`src/rtl/cpu_types_pkg.sv`:
```
// Shared CPU type definitions: register index type and pipeline controller state.
`default_nettype none

package cpu_types_pkg;

  typedef logic [4:0] regbits_t;

  typedef enum logic [0:0] {
    RUN    = 1'b0,
    HALTED = 1'b1
  } state_t;

endpackage

`default_nettype wire

```
`src/rtl/hazard_detect.sv`:
```
// Load-use hazard detection: a load in EX writes a register that the ID-stage instruction reads.
`default_nettype none

module hazard_detect
  import cpu_types_pkg::*;
(
  input  logic     i_ex_dREN,
  input  regbits_t i_ex_rd,
  input  regbits_t i_id_rs1,
  input  regbits_t i_id_rs2,
  output logic     o_lu
);

  logic w_rd_nonzero;
  logic w_src_match;

  // Register 0 is hardwired to zero, so a load into it never creates a dependency.
  assign w_rd_nonzero = (i_ex_rd != '0);
  assign w_src_match  = (i_ex_rd == i_id_rs1) | (i_ex_rd == i_id_rs2);
  assign o_lu         = i_ex_dREN & w_rd_nonzero & w_src_match;

endmodule

`default_nettype wire

```
`src/rtl/pipeline_ctrl.sv`:
```
// Hazard/stall controller for a 5-stage pipeline: latch enables, flushes, freeze, halt and stall counter.
`default_nettype none

module pipeline_ctrl
  import cpu_types_pkg::*;
#(
  parameter int CNT_W = 32
) (
  input  logic             CLK,
  input  logic             nRST,
  input  logic             ihit,
  input  logic             dhit,
  input  logic             mem_dREN,
  input  logic             mem_dWEN,
  input  logic             mem_halt,
  input  logic             ex_dREN,
  input  regbits_t         ex_rd,
  input  regbits_t         id_rs1,
  input  regbits_t         id_rs2,
  input  logic             ex_redirect,
  output logic             pc_en,
  output logic             ifid_en,
  output logic             ifid_flush,
  output logic             idex_en,
  output logic             idex_flush,
  output logic             idex_freeze,
  output logic             exmem_en,
  output logic             exmem_flush,
  output logic             memwb_en,
  output logic             halted,
  output logic [CNT_W-1:0] stall_cnt
);

  state_t           r_state;
  logic             r_flush_pend;
  logic [CNT_W-1:0] r_stall_cnt;

  logic w_mem_busy;
  logic w_gen;
  logic w_lu;
  logic w_redir;
  logic w_hold;

  hazard_detect u_hazard_detect (
    .i_ex_dREN (ex_dREN),
    .i_ex_rd   (ex_rd),
    .i_id_rs1  (id_rs1),
    .i_id_rs2  (id_rs2),
    .o_lu      (w_lu)
  );

  assign w_mem_busy = (mem_dREN | mem_dWEN) & ~dhit;
  assign w_gen      = ihit & ~w_mem_busy;
  assign w_redir    = ex_redirect | r_flush_pend;
  // A pending redirect squashes the dependent instruction, so the load-use hold is moot.
  assign w_hold     = w_lu & ~w_redir;

  always_ff @(posedge CLK or negedge nRST) begin
    if (!nRST) begin
      r_state      <= RUN;
      r_flush_pend <= 1'b0;
      r_stall_cnt  <= '0;
    end else if (r_state == RUN) begin
      if (mem_halt && w_gen) begin
        r_state <= HALTED;
      end
      // A redirect seen during a stall must survive until the latches actually advance.
      if (w_gen) begin
        r_flush_pend <= 1'b0;
      end else if (ex_redirect) begin
        r_flush_pend <= 1'b1;
      end
      if (!w_gen && (r_stall_cnt != '1)) begin
        r_stall_cnt <= r_stall_cnt + {{(CNT_W-1){1'b0}}, 1'b1};
      end
    end
  end

  always_comb begin
    pc_en       = 1'b0;
    ifid_en     = 1'b0;
    ifid_flush  = 1'b0;
    idex_en     = 1'b0;
    idex_flush  = 1'b0;
    idex_freeze = 1'b0;
    exmem_en    = 1'b0;
    exmem_flush = 1'b0;
    memwb_en    = 1'b0;
    halted      = 1'b1;
    if (r_state == RUN) begin
      halted      = 1'b0;
      pc_en       = w_gen & ~w_hold;
      ifid_en     = w_gen & ~w_hold;
      ifid_flush  = w_redir;
      idex_en     = w_gen;
      idex_flush  = w_redir;
      idex_freeze = w_hold;
      exmem_en    = w_gen;
      exmem_flush = mem_halt & w_gen;
      memwb_en    = w_gen;
    end
  end

  assign stall_cnt = r_stall_cnt;

endmodule

`default_nettype wire

```
`config.mk`:
```
export PLATFORM = sky130hd
export DESIGN_NAME = pipeline_ctrl
export DESIGN_NICKNAME = d
export VERILOG_FILES = /design/src/rtl/cpu_types_pkg.sv /design/src/rtl/hazard_detect.sv /design/src/rtl/pipeline_ctrl.sv
export SDC_FILE = /design/constraint.sdc
export NUM_CORES = 1
export LEC_CHECK = 0
export BUFFER_PORTS_ARGS = -buffer_cell sky130_fd_sc_hd__buf_2
export CAP_MARGIN = 30
export CORE_MARGIN = 1.5
export CORE_UTILIZATION = 50
export CTS_CLUSTER_DIAMETER = 200
export DETAILED_ROUTE_END_ITERATION = 12
export PLACE_DENSITY = 0.87
export SETUP_SLACK_MARGIN = 0.15
export SYNTH_ARGS = -nofsm -noshare
export SYNTH_HDL_FRONTEND = slang
export SYNTH_HIERARCHICAL = 1
export SYNTH_SLANG_ARGS = --single-unit
```
`constraint.sdc`:
```
create_clock -name CLK -period 2.71 [get_ports CLK]
set_clock_uncertainty 0.2 [all_clocks]
set_input_delay 0.1355 -clock CLK [delete_from_list [all_inputs] [get_ports CLK]]
set_output_delay 0.1355 -clock CLK [all_outputs]
set_load 0.02 [all_outputs]
```
==> impl_metrics.toml, run 1 <==
[status]
status = "finished clean"

[timing]
hold_slack_ps = 32.7
finalCritPeriodShare = 0.870
worst_slew_pin_slew_ps = 724
finalWorstSetupSlack_ps = 352
setup_viol = 0
slew-limit-headroom = 0.517
hold_viol_final = 0
fin_setup_tns_ps = 0
rsz0062_at_grt = "no"
period_needed_ps = 2360
maxSlewViolCount = 0
max_clock_freq_mhz = 424

[logic_synthesis]
syn_inst = 183
synth_compound_area_frac = 0.0900
synth-simple-area-share = 0.242
synth_area_mm2 = 0.00191
synthAdderAreaFrac = 0.00657
yosysWarnings = 6
synth_top_family_by_area = "simple AND/OR/NAND/NOR gates"
syn_nets = 208
synth_area_per_cell_um2 = 10.4
synth.distinct_cells = 34
synth_mux_area_frac = 0.0118
synth_xor_area_frac = 0.175
synth-seq-cells = 34
yosysSeqAreaShare = 0.446

[place]
dp_slack_ps = 373
routabilityCongestion = 0.771
placed_cell_area_mm2 = 0.00226
hpwl_um = 3050
io_buffers = 65

[floorplanning]
rows = 22
initial_core_util = 0.521
io-pin-count = 66
die_y_um = 64.7
core_region_area_mm2 = 0.00366
die_x_um = 64.7
dieArea_mm2 = 0.00419

[route]
dr.pass1.iters = 4
drt_wl_total_um = 3960
viasPerCell = 5.34
vias = 1612
route.detailed.drc = 0
antenna_left = 0
drt-initial-drc-count = 72
wl_per_cell_um = 13.1

[setup_path]
crit_path_frequent_cell = "nand4_1"
cp.depth = 6
critPathMaxStageDelay_ps = 570
slowest_stage = "a2111oi_4"
path_cells = "ha_1 -> nand4_1 -> a2111oi_4 -> and2_1 -> nand4_1 -> mux2_2"
end_kind = "register"
worst-r2r-cell-count = 6
reg2reg_slack_ps = 350
path_buf_inv = 0
path_delay_family = "compound AO/OA/AOI/OAI gates"
arrival_ps = 2330
critPathKind = "reg2reg"
crit-reg2reg-launch = "stall_cnt[0]"
required_ps = 2680
worst_setup_path_start_kind = "register"
regToRegEndpoint = "stall_cnt[26]"
path_max_fanout = 8

[cells_and_area]
nets = 278
synthToLayoutAreaGrowth_pct = 24.6
diodes = 0
finalInstanceArea_mm2 = 0.00237
fin_util = 0.649
drive_gt1_frac = 0.339
final_common_cell = "buf_2"
final_cell_mix = "buf_2, dfrtp_1, xnor2_1"

[clock_network]
insertion_delay_ps = 280
cts_tree = "done"
cts_root_buffer = "clkbuf_8"
cts_buffers = 5
cts_sinks = 34
post-cts-setup-buffer-count = 0
h-tree-depth = 2
path_clk_slew_ps = 60
clk_path_buf_depth = 2

[min_path]
holdPathStages = 2
min_from = "ihit"
hold_class = "in2reg"
worstHoldEndpoint = "r_state"

[grt]
grt_pass1_wl_um = 6800
antenna_found_initial = 0
grt-ovfl-total = 0
grt_pass1_vias = 1511
grt_max_degree = 35
grt_use_total = 0.209

[run]
cap_violations = 0

[power_and_ir_drop]
p_leak_uw = 0.00118
powerDensity_mw_per_mm2 = 482
vdd_drop_max_mv = 0.376
logic make-up (layout without fill, tap and decap cells):
kind of cell             after synthesis  in the layout
AO/OA/AOI/OAI                         16             16
XOR/XNOR                              38             38
adder cells (fa/ha/maj)                1              1
buffers and inverters                 10             81
flip-flops                            34             34
multiplexers                           2              2
AND/OR/NAND/NOR                       82             82
synthesized netlist by cell type, drive strengths merged:
cell type	instances	share of area
dfrtp	34	0.45
xnor2	22	0.10
nor2	18	0.035
xor2	16	0.074
nand2	15	0.030
nand3	15	0.042
nand4	11	0.044
nor3	7	0.021
and3	5	0.016
buf	5	0.018
inv	5	0.0099
a21oi	4	0.011
and2	3	0.0099
and4	3	0.014
a2111oi	2	0.029
a31oi	2	0.0066
mux2	2	0.012
nand4b	2	0.0092
o211ai	2	0.018
or4	2	0.0099
a211oi	1	0.0039
a31o	1	0.0046
a41oi	1	0.0046
ha	1	0.0066
nor4	1	0.011
o21ai	1	0.0026
o21bai	1	0.0059
o311ai	1	0.0046
state kept, by name, summed over array words and instances (netlist names):
signal,count
stall_cnt,32
r_state,1
r_flush_pend,1
area by class of cell:
class | count | area [um2]
clock inverter | 1 | 5.00
fill | 324 | 1290
sequential | 34 | 851
timing repair buffer | 68 | 353
multi-input combinational | 139 | 1000
inverter | 5 | 18.8
clock buffer | 7 | 86.3
tap | 48 | 60.1
repair_timing:
action                                 in CTS  in global routing
resized for setup                           0                  0
hold buffers                                2                  0
endpoints found under the hold margin      35                  0
worst max path at each step:
stage,end,startpoint
detailed placement,stall_cnt[26],stall_cnt[0]
floorplan,stall_cnt[26],stall_cnt[0]
finish,stall_cnt[26],stall_cnt[0]
CTS,stall_cnt[26],stall_cnt[0]
global placement,stall_cnt[26],stall_cnt[0]
global route,stall_cnt[26],stall_cnt[0]
per-stage QoR:
step	total power (uW)	cells
2_1_floorplan	697	183
3_3_place_gp	772	292
3_5_place_dp	779	292
4_1_cts	1160	302
5_1_grt	1200	302
6_report	1140	302
where the power goes:
| group | internal, uW | leakage [uW] | switching, uW |
|---|---|---|---|
| sequential | 544 | 0.000450 | 44.2 |
| combinational | 78.2 | 0.000678 | 104 |
| clock | 205 | 0.0000482 | 170 |
| total | 826 | 0.00118 | 318 |
per-layer routing:
metal	GRT usage	wire length (um)
met2	0.336	1940
met3	0.0399	198
met5	0	0
met4	0.0851	95
met1	0.277	1730
No activity file was read; power rests on OpenSTA's default activity.
==> run 2: changes to the inputs <==
--- a/config.mk
+++ b/config.mk
@@ -8,12 +8,11 @@
 export BUFFER_PORTS_ARGS = -buffer_cell sky130_fd_sc_hd__buf_2
 export CAP_MARGIN = 30
 export CORE_MARGIN = 1.5
-export CORE_UTILIZATION = 50
+export CORE_UTILIZATION = 49
 export CTS_CLUSTER_DIAMETER = 200
 export DETAILED_ROUTE_END_ITERATION = 12
-export PLACE_DENSITY = 0.87
+export PLACE_DENSITY = 0.86
 export SETUP_SLACK_MARGIN = 0.15
 export SYNTH_ARGS = -nofsm -noshare
 export SYNTH_HDL_FRONTEND = slang
-export SYNTH_HIERARCHICAL = 1
 export SYNTH_SLANG_ARGS = --single-unit
==> run 2 against run 1 <==
  * Combinational power is 81% higher
  * Cell area is 0.32% higher
  * Largest power group unchanged
  * Area after synthesis is 2.8% lower
  * Critical path type unchanged
  * Power is 38% higher
  * Core utilization is 0.70 points higher
==> impl_metrics.toml, run 2 <==
[status]
status = "finished clean"

[min_path]
hold_class = "in2reg"
min_from = "ihit"

[floorplanning]
io-pin-count = 66
rows = 22
die_y_um = 64.5
dieArea_mm2 = 0.00416
core_region_area_mm2 = 0.00363
initial_core_util = 0.510
die_x_um = 64.5

[setup_path]
path_max_fanout = 11
critPathKind = "reg2reg"
worst_setup_path_start_kind = "register"
required_ps = 2670
end_kind = "register"
critPathLaunch = "stall_cnt[0]"
crit-reg2reg-launch = "stall_cnt[0]"
arrival_ps = 2360

[grt]
grt_pass1_vias = 1519
grt_pass1_wl_um = 6800
grt-ovfl-total = 0
grt_use_total = 0.211
antenna_found_initial = 0
grt_max_degree = 35

[logic_synthesis]
yosys.area.top_type_share = 0.459
synthAdderAreaFrac = 0.00675
synth.distinct_cells = 30
synth_area_per_cell_um2 = 9.86
syn_inst = 188
synthFlopType = "dfrtp_1"
synth_mux_area_frac = 0.00810
synthArstFlopShare = 1.00
yosysMostFrequentCell = "dfrtp_1"
synth_compound_area_frac = 0.0196
synth_top_cells_by_count = "dfrtp_1, xor2_1, nand3_1, nor4_1, nor2_1"
synth_area_mm2 = 0.00185
synth_xor_area_frac = 0.194
synth_top_area_cell = "dfrtp_1"
synth_top_family_by_area = "simple AND/OR/NAND/NOR gates"
synth-edff-count = 0
synth-simple-area-share = 0.273
yosysWarnings = 0
syn_nets = 213
yosysSeqAreaShare = 0.459
synth-seq-cells = 34
synth.area.top_cells = "dfrtp_1, xor2_1, xnor2_1, nor4_1, nand3_1"

[timing]
maxSlewViolCount = 0
period_needed_ps = 2400
hold_slack_ps = 61.2
finalCritPeriodShare = 0.887
rsz0062_at_grt = "no"
max_clock_freq_mhz = 416
slew-limit-headroom = 0.520
setup_viol = 0
hold_viol_final = 0
fin_setup_tns_ps = 0
worst_slew_pin_slew_ps = 719

[clock_network]
insertion_delay_ps = 290
cts_root_buffer = "clkbuf_8"
clk_path_buf_depth = 2
cts_tree = "done"
h-tree-depth = 2
cts_buffers = 5
post-cts-setup-buffer-count = 0
cts_sinks = 34
path_clk_slew_ps = 70

[place]
hpwl_um = 2990
io_buffers = 65
routabilityCongestion = 0.857

[power_and_ir_drop]
power_switching_uw = 467
p_sw_frac = 0.297
p_leak_uw = 0.00107
pwr-share-comb = 0.210
clkPwrFrac = 0.364
p_seq_frac = 0.427
vdd_drop_max_mv = 0.621
p_int_uw = 1110
powerDensity_mw_per_mm2 = 661

[cells_and_area]
seqCellArea_um2 = 851
nets = 282
diodes = 0
synthToLayoutAreaGrowth_pct = 28.6
multi_input_area_um2 = 928
largest_reg_flops = 32
final_cell_mix = "buf_2, dfrtp_1, xor2_1"
final.fill_count = 324
final_common_cell = "buf_2"
drive_gt1_frac = 0.322

[route]
dr.pass1.iters = 4
wl_per_cell_um = 13.3
drt-initial-drc-count = 82
vias = 1627
route.detailed.drc = 0
drt_wl_total_um = 4060
antenna_left = 0
viasPerCell = 5.32

[run]
cap_violations = 0
[run 2: cell types whose count changed after synthesis, sizes merged, moves of 4 or more]
cell	delta
clkbuf	+4
xor2	+13
nor4	+15
nor3	+4
xnor2	-10
[run 2: metal layers]
metal	up-vias	share of wire	global-route usage
met5	-	0	0
met4	0	0.013	0.0665
met3	7	0.069	0.0608
met2	57	0.47	0.342
met1	764	0.45	0.275
li1	799	-	-
[run 2: worst paths after layout]
path | end | depth (start not counted) | slack, ps
max reg2reg | stall_cnt[26] | 7 | 310
max | stall_cnt[26] | 7 | 310
min in group asynchronous | stall_cnt[29] | 2 | 230
min | r_flush_pend | 4 | 60
max in group asynchronous | stall_cnt[9] | 2 | 1610
min reg2reg | stall_cnt[30] | 1 | 280
[run 2: area by class of cell]
cell class / count / area share
clock buffers: 6 / 0.0347
clock inverters: 2 / 0.0252
inverters: 2 / 0.00315
multi-input cells: 141 / 0.390
flip-flops and latches: 34 / 0.357
well taps: 48 / 0.0252
repair buffers: 73 / 0.165
[run 2: worst max-delay path: stages, from the launching register on]
cell and delay (ps):
dfrtp_1 430, ha_1 190, nand3_1 100, or4_4 520, nor3_4 320, buf_4 260
nor4_1 90, xor2_1 160
[run 2: what timing repair did]
action	4_1_cts	5_1_grt
hold endpoints to repair	35	0
hold buffers	3	0
gates resized for setup	0	0
setup endpoints to repair	0	18
[run 2: metrics by stage]
step	area, um2	util	power (uW)	instances	setup WS [ps]
floorplan	1850	-	871	188	304
global placement	2210	0.608	998	295	362
detailed placement	2210	0.608	1010	295	292
CTS	2380	0.656	1590	306	267
global route	2380	0.656	1650	306	157
finish	2380	0.656	1580	306	306
[run 2: logic make-up after synthesis]
group / count (synthesis)
AND/OR/NAND/NOR: 93
XOR/XNOR: 41
flip-flops: 34
buffers and inverters: 13
AO/OA/AOI/OAI: 5
multiplexers: 1
adder cells (fa/ha/maj): 1
[run 2: power by group through the flow]
stage	clock network (uW)	logic [uW]	registers, uW
2_1_floorplan	0	124	747
3_3_place_gp	0	327	671
3_5_place_dp	0	328	680
4_1_cts	585	335	671
5_1_grt	607	361	686
6_report	573	331	672
==> run 3: changes to the inputs <==
--- a/config.mk
+++ b/config.mk
@@ -12,6 +12,7 @@
 export CTS_CLUSTER_DIAMETER = 200
 export DETAILED_ROUTE_END_ITERATION = 12
 export PLACE_DENSITY = 0.86
+export RECOVER_POWER = 50
 export SETUP_SLACK_MARGIN = 0.15
 export SYNTH_ARGS = -nofsm -noshare
 export SYNTH_HDL_FRONTEND = slang
==> run 3 against run 2 <==
  * The flow now finishes with violations (max-capacitance violations, max-slew violations)
  * Critical endpoint unchanged
  * Register-to-register slack hardly changed
  * Largest power group unchanged
  * Worst setup slack got worse by 0.57 ps
  * Sequential share of layout area up 0.40 points
==> impl_metrics.toml, run 3 (same netlist as run 2, synthesis figures left out) <==
[status]
status = "finished, violations left"
violations = "max-capacitance violations, max-slew violations"

[min_path]
holdPathStages = 4
min_from = "ihit"
hold_class = "in2reg"
worstHoldEndpoint = "r_flush_pend"

[cells_and_area]
drive_gt1_frac = 0.240
synthToLayoutAreaGrowth_pct = 27.1
fin_util = 0.648
largest_reg_flops = 32
final_cell_mix = "buf_2, dfrtp_1, xor2_1"
final_common_cell = "buf_2"
nets = 282
diodes = 0

[route]
dr.pass1.iters = 4
vias = 1638
drt_wl_total_um = 4070
route.detailed.drc = 0
antenna_left = 0
drt-initial-drc-count = 86
viasPerCell = 5.35
wl_per_cell_um = 13.3

[setup_path]
path_cells = "ha_1 -> nand3_1 -> or4_4 -> nor3_4 -> buf_4 -> nor4_1 -> xor2_1"
critPathKind = "reg2reg"
worst_setup_path_start_kind = "register"
worst-r2r-cell-count = 7
end_kind = "register"
required_ps = 2670
path_delay_family = "simple AND/OR/NAND/NOR gates"
crit-reg2reg-launch = "stall_cnt[0]"
slowest_stage = "or4_4"
reg2reg_slack_ps = 310
path_max_fanout = 11
regToRegEndpoint = "stall_cnt[26]"
critPathMaxStageDelay_ps = 520
path_buf_inv = 1
arrival_ps = 2360

[clock_network]
insertion_delay_ps = 290
clk_path_buf_depth = 2
path_clk_slew_ps = 70
h-tree-depth = 2
cts_root_buffer = "clkbuf_8"
cts_sinks = 34
cts_tree = "done"
cts_buffers = 5

[grt]
grt_pass1_wl_um = 6800
grt-ovfl-total = 0
grt_max_degree = 35
grt_use_total = 0.211
grt_pass1_vias = 1519
antenna_found_initial = 0

[timing]
rsz0062_at_grt = "no"
worst_slew_pin_slew_ps = 1730
maxSlewViolCount = 35
fin_setup_tns_ps = 0
period_needed_ps = 2400
slew-limit-headroom = -0.155
max_clock_freq_mhz = 416
finalCritPeriodShare = 0.887
hold_viol_final = 0
setup_viol = 0

[power_and_ir_drop]
finalPower_uw = 1570
powerDensity_mw_per_mm2 = 665
p_leak_uw = 0.00102
vdd_drop_max_mv = 0.617

[place]
hpwl_um = 2990
routabilityCongestion = 0.857
io_buffers = 65

[floorplanning]
io-pin-count = 66
dieArea_mm2 = 0.00416
rows = 22
core_region_area_mm2 = 0.00363
die_y_um = 64.5
initial_core_util = 0.510
die_x_um = 64.5

[run]
cap_violations = 1
-- run 3: cell count changes in the layout (fill, tap and decap cells not counted) --
cell and change:
clkbuf_1 +21, buf_2 -21
-- run 3: report_power, final --
part,switching (uW),total (uW),internal [uW]
logic,194,319,125
clock network,181,574,392
registers,93.7,673,580
total,469,1570,1100
-- run 3: routing by layer --
layer / wire, um / share of wire / track usage / vias to the layer above
li1: - / - / - / 800
met1: 1820 / 0.45 / 0.275 / 772
met2: 1910 / 0.47 / 0.342 / 59
met3: 280 / 0.069 / 0.0608 / 7
met4: 51 / 0.013 / 0.0665 / 0
met5: 0 / 0 / 0 / -
-- run 3: how the worst max path moves through the flow --
stage                 start             to  depth (start not counted)
2_1_floorplan  stall_cnt[0]   stall_cnt[1]                          7
3_3_place_gp   stall_cnt[8]  stall_cnt[28]                          6
3_5_place_dp   stall_cnt[0]  stall_cnt[28]                          7
4_1_cts        stall_cnt[0]  stall_cnt[28]                          7
5_1_grt        stall_cnt[0]  stall_cnt[26]                          7
6_report       stall_cnt[0]  stall_cnt[26]                          7
-- run 3: layout make-up --
| class | instances | area [um2] |
|---|---|---|
| inverters | 2 | 7.51 |
| fillers | 329 | 1280 |
| clock inverters | 2 | 60.1 |
| flip-flops and latches | 34 | 851 |
| clock buffers | 6 | 82.6 |
| repair buffers | 73 | 367 |
| well taps | 48 | 60.1 |
| multi-input cells | 141 | 928 |
-- run 3: repair_timing --
| action | CTS | global route |
|---|---|---|
| buffers inserted | 0 | 0 |
| resized for setup | 0 | 0 |
| endpoints found under the setup margin | 0 | 18 |
| hold buffers | 3 | 0 |
| endpoints found under the hold margin | 35 | 0 |
-- run 3: metrics by stage --
| step | instance area [um2] | cells | setup slack (ps) | hold slack, ps |
|---|---|---|---|---|
| 2_1_floorplan | 1850 | 188 | 304 | -360 |
| 3_3_place_gp | 2210 | 295 | 362 | 29.8 |
| 3_5_place_dp | 2210 | 295 | 292 | 39.1 |
| 4_1_cts | 2380 | 306 | 267 | 65.6 |
| 5_1_grt | 2360 | 306 | 157 | 116 |
| 6_report | 2360 | 306 | 306 | 61.2 |
-- run 3: worst reg2reg max path, stage by stage, from the launching register on --
cell and delay [ps]:
dfrtp_1 430, ha_1 190, nand3_1 100, or4_4 520, nor3_4 320, buf_4 260, nor4_1 90, xor2_1 160
